$ cat src/rtl/buffered_uart_rx_pkg.sv
// Shared definitions for the buffered UART receiver: FSM encoding and 8N1 frame constants.
package buffered_uart_rx_pkg;

    typedef enum logic [2:0] {
        ST_IDLE,
        ST_START,
        ST_DATA,
        ST_STOP,
        ST_WAIT_IDLE
    } rx_state_e;

    localparam int DATA_BITS            = 8;
    localparam int DEFAULT_CLKS_PER_BIT = 434;

endpackage

$ cat src/rtl/buffered_uart_rx_core.sv
// Serial-to-byte receiver: 2-flop line synchronizer plus an 8N1 sampling FSM with registered pulses.
module uart_rx_core
    import buffered_uart_rx_pkg::*;
#(
    parameter int CLKS_PER_BIT = DEFAULT_CLKS_PER_BIT
) (
    input  logic                 clk,
    input  logic                 rst_n,
    input  logic                 rx_i,
    output logic [DATA_BITS-1:0] byte_o,
    output logic                 valid_o,
    output logic                 frame_err_o
);

    localparam int CNT_W = $clog2(CLKS_PER_BIT);
    localparam int BIT_W = $clog2(DATA_BITS);
    localparam logic [CNT_W-1:0] HALF_BIT = CNT_W'(CLKS_PER_BIT / 2 - 1);
    localparam logic [CNT_W-1:0] FULL_BIT = CNT_W'(CLKS_PER_BIT - 1);
    localparam logic [BIT_W-1:0] LAST_BIT = BIT_W'(DATA_BITS - 1);

    logic [1:0]           sync_q;
    rx_state_e            state_q;
    logic [CNT_W-1:0]     cnt_q;
    logic [BIT_W-1:0]     bit_q;
    logic [DATA_BITS-1:0] shift_q;
    logic [DATA_BITS-1:0] byte_q;
    logic                 valid_q;
    logic                 ferr_q;
    logic                 line;

    assign line = sync_q[1];

    // Samples are taken on the cycle the baud counter sits at zero.
    always_ff @(posedge clk or negedge rst_n) begin
        if (!rst_n) begin
            sync_q  <= 2'b11;
            state_q <= ST_IDLE;
            cnt_q   <= '0;
            bit_q   <= '0;
            shift_q <= '0;
            byte_q  <= '0;
            valid_q <= 1'b0;
            ferr_q  <= 1'b0;
        end else begin
            sync_q  <= {sync_q[0], rx_i};
            valid_q <= 1'b0;
            ferr_q  <= 1'b0;
            case (state_q)
                ST_IDLE: begin
                    if (!line) begin
                        state_q <= ST_START;
                        cnt_q   <= HALF_BIT;
                        bit_q   <= '0;
                    end
                end
                ST_START: begin
                    if (cnt_q != '0) begin
                        cnt_q <= cnt_q - 1'b1;
                    end else if (!line) begin
                        state_q <= ST_DATA;
                        cnt_q   <= FULL_BIT;
                    end else begin
                        state_q <= ST_IDLE;
                    end
                end
                ST_DATA: begin
                    if (cnt_q != '0) begin
                        cnt_q <= cnt_q - 1'b1;
                    end else begin
                        shift_q <= {line, shift_q[DATA_BITS-1:1]};
                        cnt_q   <= FULL_BIT;
                        if (bit_q == LAST_BIT) state_q <= ST_STOP;
                        else                   bit_q   <= bit_q + 1'b1;
                    end
                end
                ST_STOP: begin
                    if (cnt_q != '0) begin
                        cnt_q <= cnt_q - 1'b1;
                    end else if (line) begin
                        byte_q  <= shift_q;
                        valid_q <= 1'b1;
                        state_q <= ST_IDLE;
                    end else begin
                        ferr_q  <= 1'b1;
                        state_q <= ST_WAIT_IDLE;
                    end
                end
                ST_WAIT_IDLE: begin
                    if (line) state_q <= ST_IDLE;
                end
                default: state_q <= ST_IDLE;
            endcase
        end
    end

    assign byte_o      = byte_q;
    assign valid_o     = valid_q;
    assign frame_err_o = ferr_q;

endmodule

$ cat src/rtl/buffered_uart_rx.sv
// UART receiver feeding a first-word-fall-through FIFO with overrun and framing-error pulses.
module buffered_uart_rx
    import buffered_uart_rx_pkg::*;
#(
    parameter int CLKS_PER_BIT = DEFAULT_CLKS_PER_BIT,
    parameter int DEPTH_LOG2   = 4
) (
    input  logic                 clk,
    input  logic                 rst_n,
    input  logic                 rx_in,
    input  logic                 ren,
    output logic [DATA_BITS-1:0] dout,
    output logic                 available,
    output logic                 overrun,
    output logic                 frame_err
);

    localparam int DEPTH = 2 ** DEPTH_LOG2;

    logic [DATA_BITS-1:0] rx_byte;
    logic                 rx_valid;

    uart_rx_core #(
        .CLKS_PER_BIT(CLKS_PER_BIT)
    ) u_core (
        .clk        (clk),
        .rst_n      (rst_n),
        .rx_i       (rx_in),
        .byte_o     (rx_byte),
        .valid_o    (rx_valid),
        .frame_err_o(frame_err)
    );

    logic [DATA_BITS-1:0] mem_q [DEPTH];
    logic [DEPTH_LOG2:0]  wr_ptr_q, wr_ptr_d;
    logic [DEPTH_LOG2:0]  rd_ptr_q, rd_ptr_d;
    logic                 overrun_q, overrun_d;
    logic                 empty, full, pop, wr_en;

    assign empty = (wr_ptr_q == rd_ptr_q);
    assign full  = (wr_ptr_q[DEPTH_LOG2] != rd_ptr_q[DEPTH_LOG2]) &&
                   (wr_ptr_q[DEPTH_LOG2-1:0] == rd_ptr_q[DEPTH_LOG2-1:0]);
    assign pop   = ren && !empty;
    // A pop in the same cycle frees the slot, so a full FIFO still accepts the byte.
    assign wr_en = rx_valid && (!full || pop);

    always_comb begin
        wr_ptr_d  = wr_ptr_q;
        rd_ptr_d  = rd_ptr_q;
        overrun_d = rx_valid && full && !pop;
        if (wr_en) wr_ptr_d = wr_ptr_q + 1'b1;
        if (pop)   rd_ptr_d = rd_ptr_q + 1'b1;
    end

    always_ff @(posedge clk or negedge rst_n) begin
        if (!rst_n) begin
            wr_ptr_q  <= '0;
            rd_ptr_q  <= '0;
            overrun_q <= 1'b0;
        end else begin
            wr_ptr_q  <= wr_ptr_d;
            rd_ptr_q  <= rd_ptr_d;
            overrun_q <= overrun_d;
        end
    end

    always_ff @(posedge clk) begin
        if (wr_en) mem_q[wr_ptr_q[DEPTH_LOG2-1:0]] <= rx_byte;
    end

    assign dout      = empty ? '0 : mem_q[rd_ptr_q[DEPTH_LOG2-1:0]];
    assign available = !empty;
    assign overrun   = overrun_q;

endmodule

$ cat config.mk
export PLATFORM = sky130hd
export DESIGN_NAME = buffered_uart_rx
export DESIGN_NICKNAME = d
export VERILOG_FILES = /design/src/rtl/buffered_uart_rx_pkg.sv /design/src/rtl/buffered_uart_rx_core.sv /design/src/rtl/buffered_uart_rx.sv
export SDC_FILE = /design/constraint.sdc
export NUM_CORES = 1
export LEC_CHECK = 0
export CAP_MARGIN = 20
export CORE_MARGIN = 2
export CORE_UTILIZATION = 43
export CTS_BUF_LIST = sky130_fd_sc_hd__clkbuf_4 sky130_fd_sc_hd__clkbuf_8 sky130_fd_sc_hd__clkbuf_16
export DETAILED_ROUTE_END_ITERATION = 12
export GPL_TIMING_DRIVEN = 0
export SYNTH_ARGS = -nofsm -noshare
export SYNTH_HDL_FRONTEND = slang
export SYNTH_SLANG_ARGS = --single-unit
$ cat constraint.sdc
create_clock -name clk -period 2.73 [get_ports clk]
set_input_delay 0.273 -clock clk [delete_from_list [all_inputs] [get_ports clk]]
set_output_delay 0.273 -clock clk [all_outputs]
set_load 0.02 [all_outputs]
== Yosys cells after proc, flatten, opt, wreduce, memory -nomap -nowiden ==
Memories as Yosys holds them, arrays and structs flattened.
Index checks and enable logic that the tools add are counted.
Operators by class
  $add $sub $neg: 4
  eq/ne operators: 17
  mux-type cells: 28
  bitwise gates (word level): 1
  reductions and logical operators: 18
Operator list (number)
  two-way mux 9 bit: 5
  one-hot mux 9 bit (4 select lines): 1
  two-way mux 3 bit: 10
  one-hot mux 3 bit (5 select lines): 1
  adder 5 x 1 -> 5 bit, second input constant: 2
  inequality test 2 bit, second input constant: 5
  nonzero test 9 bit: 1
  subtractor 9 x 1 -> 9 bit, second input constant: 1
  two-way mux 1 bit: 8
  two-way mux 8 bit: 1
  AND reduction 4 bit: 2
  equality test 3 x 2 -> 1 bit, second input constant: 2
  equality test 3 bit, second input constant: 2
  inequality test 2 x 1 -> 1 bit, second input constant: 3
  one-hot mux 3 bit (2 select lines): 1
  AND reduction 6 bit: 1
  equality test 5 bit: 1
  logical AND 1 bit: 5
  equality test 4 bit: 1
  nonzero test 4 bit: 1
  adder 3 x 1 -> 3 bit, second input constant: 1
  equality test 3 x 1 -> 1 bit, second input constant: 1
  zero test 1 bit: 3
  zero test 3 bit: 1
  other kinds (8): 8
Word-level totals
  flip-flop bits (word level): 46
  RAM bits: 128
  input port bits: 4
  output and inout bits: 11
  word-level logic and storage cells: 80
  memories kept: 1
Memory list
  mem_q: words 16, width 8, rd ports 1, clocked after Yosys merged registers in 0, write ports 1, RTL line buffered_uart_rx.sv:34  | logic [DATA_BITS-1:0] mem_q [DEPTH];

== Depth between registers and ports, before layout ==
Gate-level depths: netlist (run 1).
  word-level depth: 7
  mapped depth: 8
  mapped depth without buffers: 6

== By module ==
From an unflattened synthesis (run 1), not the netlist that was laid out.
Unflattened totals
  cells, all modules: 415
  area, all modules: 7317.0 µm²
Modules (own cells, without submodules)
  buffered_uart_rx: instances 1, cells each 271, area each 5581.6 µm², sequential area each 4119.0 µm²
  uart_rx_core: instances 1, cells each 144, area each 1735.4 µm², sequential area each 878.3 µm²

== Least setup slack after synthesis (run 1) ==
No wires, ideal clock.
  kind: flip-flop to output port
  from: reg rd_ptr_q[0]
  to: out dout[0]
  arrival time: 2090 ps
  data required time: 2457 ps
  setup slack: 367 ps
  stages on the path, launching flop included: 7
  buffers on the path: 3
  cell sequence: dfrtp_1 buf_2 buf_2 buf_2 mux4_2 mux2i_1 a211oi_1
Between the ends
  word-level cells in the longest chain between the ends: 2
  elaborated cells on any way between the ends: 3
  those cells by class: eq/ne (1); mux (1); memory (1)
RTL lines
  from (decl): RTL line buffered_uart_rx.sv:36  | logic [DEPTH_LOG2:0] rd_ptr_q, rd_ptr_d;
  from (signal assigned): RTL line buffered_uart_rx.sv:62  | rd_ptr_q <= rd_ptr_d;
  memory read (16 x 8 bit) or equality test 5 bit (tied branches)
  two-way mux 8 bit *: RTL line buffered_uart_rx.sv:71  | assign dout = empty ? '0 : mem_q[rd_ptr_q[DEPTH_LOG2-1:0]];
  to (decl): RTL line buffered_uart_rx.sv:12  | output logic [DATA_BITS-1:0] dout,
Every way passes the cells marked *; elsewhere a longest branch is shown, timed or not.

== Worst setup path in the final report (run 1) ==
  from: reg rd_ptr_q[0]
  to: out dout[1]
Same word-level chain as after synthesis.

==> results.cfg, run 1 <==
[min_path]
hold_depth = 1
worstHoldPathType = input pin to flop

[detailed_routing]
first_iter_violations = 381
vias_per_cell = 5.55
first_pass_iters = 5
via_count = 3932
ant_nets = 0
drc = 0
wl_per_cell_microns = 20.8
drt-total-wl_microns = 14700

[grt]
antenna_found_initial = 0
grt_remaining_overflow = 0
grt_max_degree = 35
grt_usage_pct = 17.4
first_global_vias = 3976
grt_pass1_wl_microns = 22900

[power_and_ir_drop]
p_seq_share_pct = 42.9
pwr_density_cell_nw_per_um2 = 802
finalPower_mw = 6.86
leakage_nw = 3.44
p_sw_share_pct = 25.6
power.internal_mw = 5.10
p_clk_share_pct = 37.4
switchingPower_mw = 1.76
ir_worst_vdd_mv = 0.471
p_comb_share_pct = 19.7

[die]
io_pins = 15
rows = 47
die-height_microns = 134
fp.dieW_microns = 134
core_sq_um = 16600
initial_core_util_pct = 43.9
design.die.area_sq_um = 18000

[logic_synthesis]
synth_seq_cells = 174
synthesis.area_sq_um = 7280
syn_nets = 443
synth_seq_area_share_pct = 68.6
synth_edf_count = 128
async_flop_share_pct = 26.4
syn_avg_cell_area_sq_um = 16.9
syn-instance-count = 430
yosysWarnings = 0
ys_types = 52
synth-main-ff-cell = edfxtp_1

[timing]
skew_ns = 0.00667
period_minus_slack_ns = 2.63
fmax_mhz = 380
setup_viol = 0
hold_viol = 0
maxSlewViolCount = 0
worst_slew_pin_slew_ns = 0.979
fin_hold_ws_ns = 0.264
fin_crit_sh_pct = 96.4
relSlewSlack_pct = 34.1

[final_layout]
final_cell_area_sq_um = 8560
num-fill-cells = 1379
nNetsFinal = 489
area_growth_pct = 17.5
drive_gt1_share_pct = 29.0
diodes = 0
utilization_pct = 51.6

[critical_path]
worstPathArrival_ns = 2.36
slowest_delay_ns = 0.53
cp_slowest_cell = mux4_2
crit_fanout = 9
cp-end-kind = primary output
reg2reg_depth = 7
cp.required_ns = 2.46
startpoint_type = flop
criticalPathCategory = flop to primary output
cp_common_cell = buf_12
path_cells = buf_6 -> buf_12 -> buf_12 -> mux4_2 -> mux2i_1 -> a211oi_1 -> clkdlybuf4s15_2

[placement]
dpl_cell_area_sq_um = 7720
hpwl_microns = 9380
gp_congestion = 0.853
io_buffers = 14

[status]
status = finished, final reports clean

[clock_network]
htree_num_levels = 4
tritoncts = yes
insertion_delay_ns = 0.42
cts_root_buf = clkbuf_16
clockBufferDepth = 2
clk_pin_slew_ns = 0.06
cts-buffers-inserted = 17
clock-sinks = 174

[job]
drv_cap = 0
==> cells in the final DEF, fill, tap and decap left out, drive strengths merged, types with 4 or more instances in the layout <==
master and n:
edfxtp 128, dfrtp 44, clkbuf 36, mux4 32
buf 30, mux2 20, a211oi 18, and3 16
inv 15, nor2 14, xnor2 12, nor2b 12
ha 9, mux2i 8, nor3 7, o21ai 7
a21oi 5, a221oi 5, clkdlybuf4s50 5, bufinv 4
nand4 4
==> Yosys cell counts (all sizes together) (2+ instances only) <==
| cell | count | share of area (%) |
|---|---|---|
| a211oi | 18 | 1.9 |
| a21o | 2 | 0.21 |
| a21oi | 5 | 0.34 |
| a221oi | 5 | 0.60 |
| a22oi | 2 | 0.21 |
| a31oi | 3 | 0.26 |
| a41oi | 2 | 0.24 |
| and3 | 16 | 1.4 |
| buf | 11 | 0.74 |
| clkbuf | 13 | 0.67 |
| dfrtp | 44 | 15 |
| dfstp | 2 | 0.72 |
| edfxtp | 128 | 53 |
| ha | 9 | 1.5 |
| inv | 15 | 0.77 |
| mux2 | 20 | 3.1 |
| mux2i | 8 | 1.1 |
| mux4 | 32 | 9.9 |
| nand2 | 2 | 0.10 |
| nand2b | 2 | 0.17 |
| nand3 | 3 | 0.21 |
| nand3b | 2 | 0.21 |
| nand4 | 4 | 0.43 |
| nor2 | 14 | 0.72 |
| nor2b | 12 | 1.0 |
| nor3 | 7 | 0.48 |
| nor4 | 2 | 0.17 |
| o211ai | 3 | 0.31 |
| o21ai | 7 | 0.48 |
| o22a | 2 | 0.24 |
| o22ai | 2 | 0.17 |
| o31ai | 2 | 0.21 |
| or3 | 3 | 0.26 |
| or4 | 2 | 0.26 |
| xnor2 | 12 | 1.4 |
| xor2 | 3 | 0.36 |
==> final timing paths <==
kind                                                    end  slack (ns)                       start
worst max-delay path                                dout[1]         0.1     rd_ptr_q[0]$_DFFE_PN0P_
worst min-delay path             u_core.sync_q[0]$_DFF_PN1_        0.26                       rx_in
worst max register to register        mem_q[2][4]$_DFFE_PP_        0.15     wr_ptr_q[3]$_DFFE_PN0P_
worst min register to register   u_core.sync_q[1]$_DFF_PN1_        0.36  u_core.sync_q[0]$_DFF_PN1_
max in group asynchronous           rd_ptr_q[3]$_DFFE_PN0P_        1.95                       rst_n
min in group asynchronous       u_core.bit_q[1]$_DFFE_PN0P_        0.27                       rst_n
==> sequential cells by signal, summed over array words and instances, names as in the netlist <==
register / flops
u_core.frame_err_o: 1
u_core.shift_q: 8
u_core.byte_o: 8
u_core.bit_q: 3
wr_ptr_q: 5
mem_q: 128
u_core.valid_o: 1
overrun: 1
u_core.sync_q: 2
u_core.state_q: 3
u_core.cnt_q: 9
rd_ptr_q: 5
==> what timing repair did <==
item / CTS / global route
cloned: 0 / 1
setup endpoints to repair: 13 / 21
hold buffers: 1 / 0
pin swaps: 1 / 1
gates resized for setup: 58 / 16
buffers inserted: 4 / 7
endpoints found under the hold margin: 10 / 0
==> power groups by stage <==
stage	logic (mW)	clock network, mW	registers [mW]
6_report	1.35	2.57	2.94
2_1_floorplan	0.811	0	2.92
5_1_grt	1.46	2.73	2.94
3_5_place_dp	1.22	0	2.93
4_1_cts	1.26	2.62	2.94
3_3_place_gp	1.20	0	2.93
==> cell type report <==
cell class              instances  area (sq um)  share of cell area, %
multi-input cells             217          2190                   25.6
clock buffers                  22           475                   5.56
clock inverters                10           161                   1.89
repair buffers                 29           246                   2.88
inverters                      15          56.3                  0.658
flip-flops and latches        174          5000                   58.4
plain buffers                  22           149                   1.74
well taps                     220           275                   3.22
==> critical path, delay by kind of cell (launching register included) <==
| kind | cells | cell delay, ns |
|---|---|---|
| AOI/OAI and AO/OA | 1 | 0.10 |
| buffers and inverters | 4 | 0.74 |
| DFF | 1 | 0.37 |
| muxes | 2 | 0.72 |
==> layer usage <==
layer,track usage [%],vias to the layer above,part of all wire (%)
li1,-,1799,-
met1,23.7,2022,45
met2,27.4,98,49
met3,4.57,13,5.2
met4,6.02,0,1.3
met5,0,-,0
==> per-stage QoR <==
stage	cells	setup WS (ns)	setup TNS [ns]
after floorplan	430	0.367	0
after global placement	664	-0.626	-5.55
after detailed placement	666	-0.622	-4.33
after CTS	701	-0.0857	-0.161
after global routing	709	-0.00227	-0.00227
final	709	0.0971	0
==> logic make-up (layout without fill, tap and decap cells) <==
logic type,count (synthesis),after routing,share of synthesized area (%)
DFF,174,174,68.6
xor gates and xnor gates,15,15,1.80
and+or+nand+nor,75,75,6.06
muxes,60,60,14.1
adders and majority gates,9,9,1.55
AOI/OAI and AO/OA,58,58,5.72
buffers and inverters,39,98,2.18
(Power assumes the default switching activity.)
==> run 2, diff against run 1 <==
CTS_CLUSTER_DIAMETER = 60   (was default)
SLEW_MARGIN = 20   (was default)
==> results.cfg, run 2 (synthesis gave the netlist of run 1 again) <==
[status]
status = finished, final reports clean

[power_and_ir_drop]
leakage_nw = 3.42
pwr_density_cell_nw_per_um2 = 779
ir_worst_vdd_mv = 0.431

[grt]
grt_max_degree = 29
grt_remaining_overflow = 0
grt_usage_pct = 17.2
grt_pass1_wl_microns = 22600
first_global_vias = 3925
antenna_found_initial = 0

[detailed_routing]
first_iter_violations = 342
first_pass_iters = 4
wl_met1_microns = 6550
wl_met2_microns = 7070
top_layer = met4
wl_met3_microns = 587
ant_nets = 0
drc = 0
wl_per_cell_microns = 20.4
vias_per_cell = 5.50
via_count = 3898
drt-total-wl_microns = 14400

[critical_path]
worstPathArrival_ns = 2.37
crit_fanout = 10
criticalPathCategory = flop to primary output
startpoint_type = flop
cp-end-kind = primary output
cp.required_ns = 2.46

[job]
drv_cap = 0

[clock_network]
insertion_delay_ns = 0.42
tritoncts = yes
htree_num_levels = 4
cts-buffers-inserted = 17
clk_pin_slew_ns = 0.06
clockBufferDepth = 2
cts_root_buf = clkbuf_16
clock-sinks = 174

[die]
io_pins = 15
fp.dieW_microns = 134
initial_core_util_pct = 43.9
die-height_microns = 134
design.die.area_sq_um = 18000
core_sq_um = 16600
rows = 47

[placement]
gp_congestion = 0.853
io_buffers = 14
hpwl_microns = 9320

[timing]
period_minus_slack_ns = 2.64
skew_ns = 0.00710
maxSlewViolCount = 0
hold_viol = 0
worst_slew_pin_slew_ns = 0.989
fin_hold_ws_ns = 0.271
relSlewSlack_pct = 33.5
setup_viol = 0
grt_setup_unrepaired = true
fin_crit_sh_pct = 96.8
fmax_mhz = 378

[final_layout]
drive_gt1_share_pct = 29.7
final_common_cell = edfxtp_1
diodes = 0
largest_register_ffs = 128
area_growth_pct = 16.4
most-common-layout-cells = edfxtp_1, dfrtp_1, mux4_2
nNetsFinal = 489
utilization_pct = 51.1

[min_path]
worstHoldPathType = input pin to flop
[run 2: cell count changes in the layout (fill, tap and decap cells not counted), sizes merged]
| cell | delta |
|---|---|
| clkinv | +1 |
| clkbuf | +3 |
| bufinv | -2 |
| buf | +1 |
| clkinvlp | -2 |
| clkdlybuf4s15 | -1 |
[run 2: power by group]
group | internal, mW | leakage [nW] | switching, mW
Combinational | 0.610 | 1.04 | 0.732
Sequential | 2.85 | 2.09 | 0.0571
Clock | 1.44 | 0.291 | 0.916
[run 2: per-layer routing]
metal,vias up,track usage [%]
li1,1798,-
met1,2013,23.3
met2,67,27.5
met3,20,4.38
met4,0,5.67
met5,-,0
[run 2: final timing paths]
path                       cells past startpoint  slack (ns)                  startpoint                       endpoint
max reg2reg                                    8        0.18     rd_ptr_q[0]$_DFFE_PN0P_          mem_q[8][5]$_DFFE_PP_
min in group asynchronous                      2        0.33                       rst_n  u_core.shift_q[1]$_DFFE_PN0P_
min                                            1        0.27                       rx_in     u_core.sync_q[0]$_DFF_PN1_
max                                            7        0.09     rd_ptr_q[0]$_DFFE_PN0P_                        dout[5]
min reg2reg                                    0        0.36  u_core.sync_q[0]$_DFF_PN1_     u_core.sync_q[1]$_DFF_PN1_
max in group asynchronous                      3        1.88                       rst_n        rd_ptr_q[3]$_DFFE_PN0P_
[run 2: stage by stage]
stage / total power, mW / setup WS (ns) / cell area [sq um] / cells / setup TNS, ns
global placement: 4.13 / -0.626 / 7700 / 664 / -5.55
CTS: 6.63 / 0.00904 / 8430 / 703 / 0
global route: 6.87 / -0.0126 / 8480 / 709 / -0.0126
floorplan: 3.73 / 0.367 / 7280 / 430 / 0
finish: 6.60 / 0.0877 / 8480 / 709 / 0
detailed placement: 4.14 / -0.617 / 7720 / 665 / -4.25
[run 2: worst max-delay path, cell delays in order (launching register included)]
cell and delay [ns]:
dfrtp_1 0.38, buf_6 0.16, buf_12 0.16, buf_12 0.15, mux4_2 0.55, mux2i_2 0.23, a211oi_1 0.11, buf_2 0.19
[run 2: repair_timing]
action | in CTS | in global routing
setup endpoints to repair | 17 | 88
resized for setup | 61 | 17
hold buffers | 1 | 0
setup buffers | 6 | 7
endpoints found under the hold margin | 16 | 0
pin swaps | 1 | 1
[run 2: area by class of cell]
cell class,count,area (sq um)
Fill cell,1377,8110
Sequential cell,174,5000
Multi-Input combinational cell,217,2190
Clock buffer,25,492
Tap cell,220,275
Timing Repair Buffer,29,223
Buffer,22,151
Clock inverter,7,90.1
Inverter,15,56.3
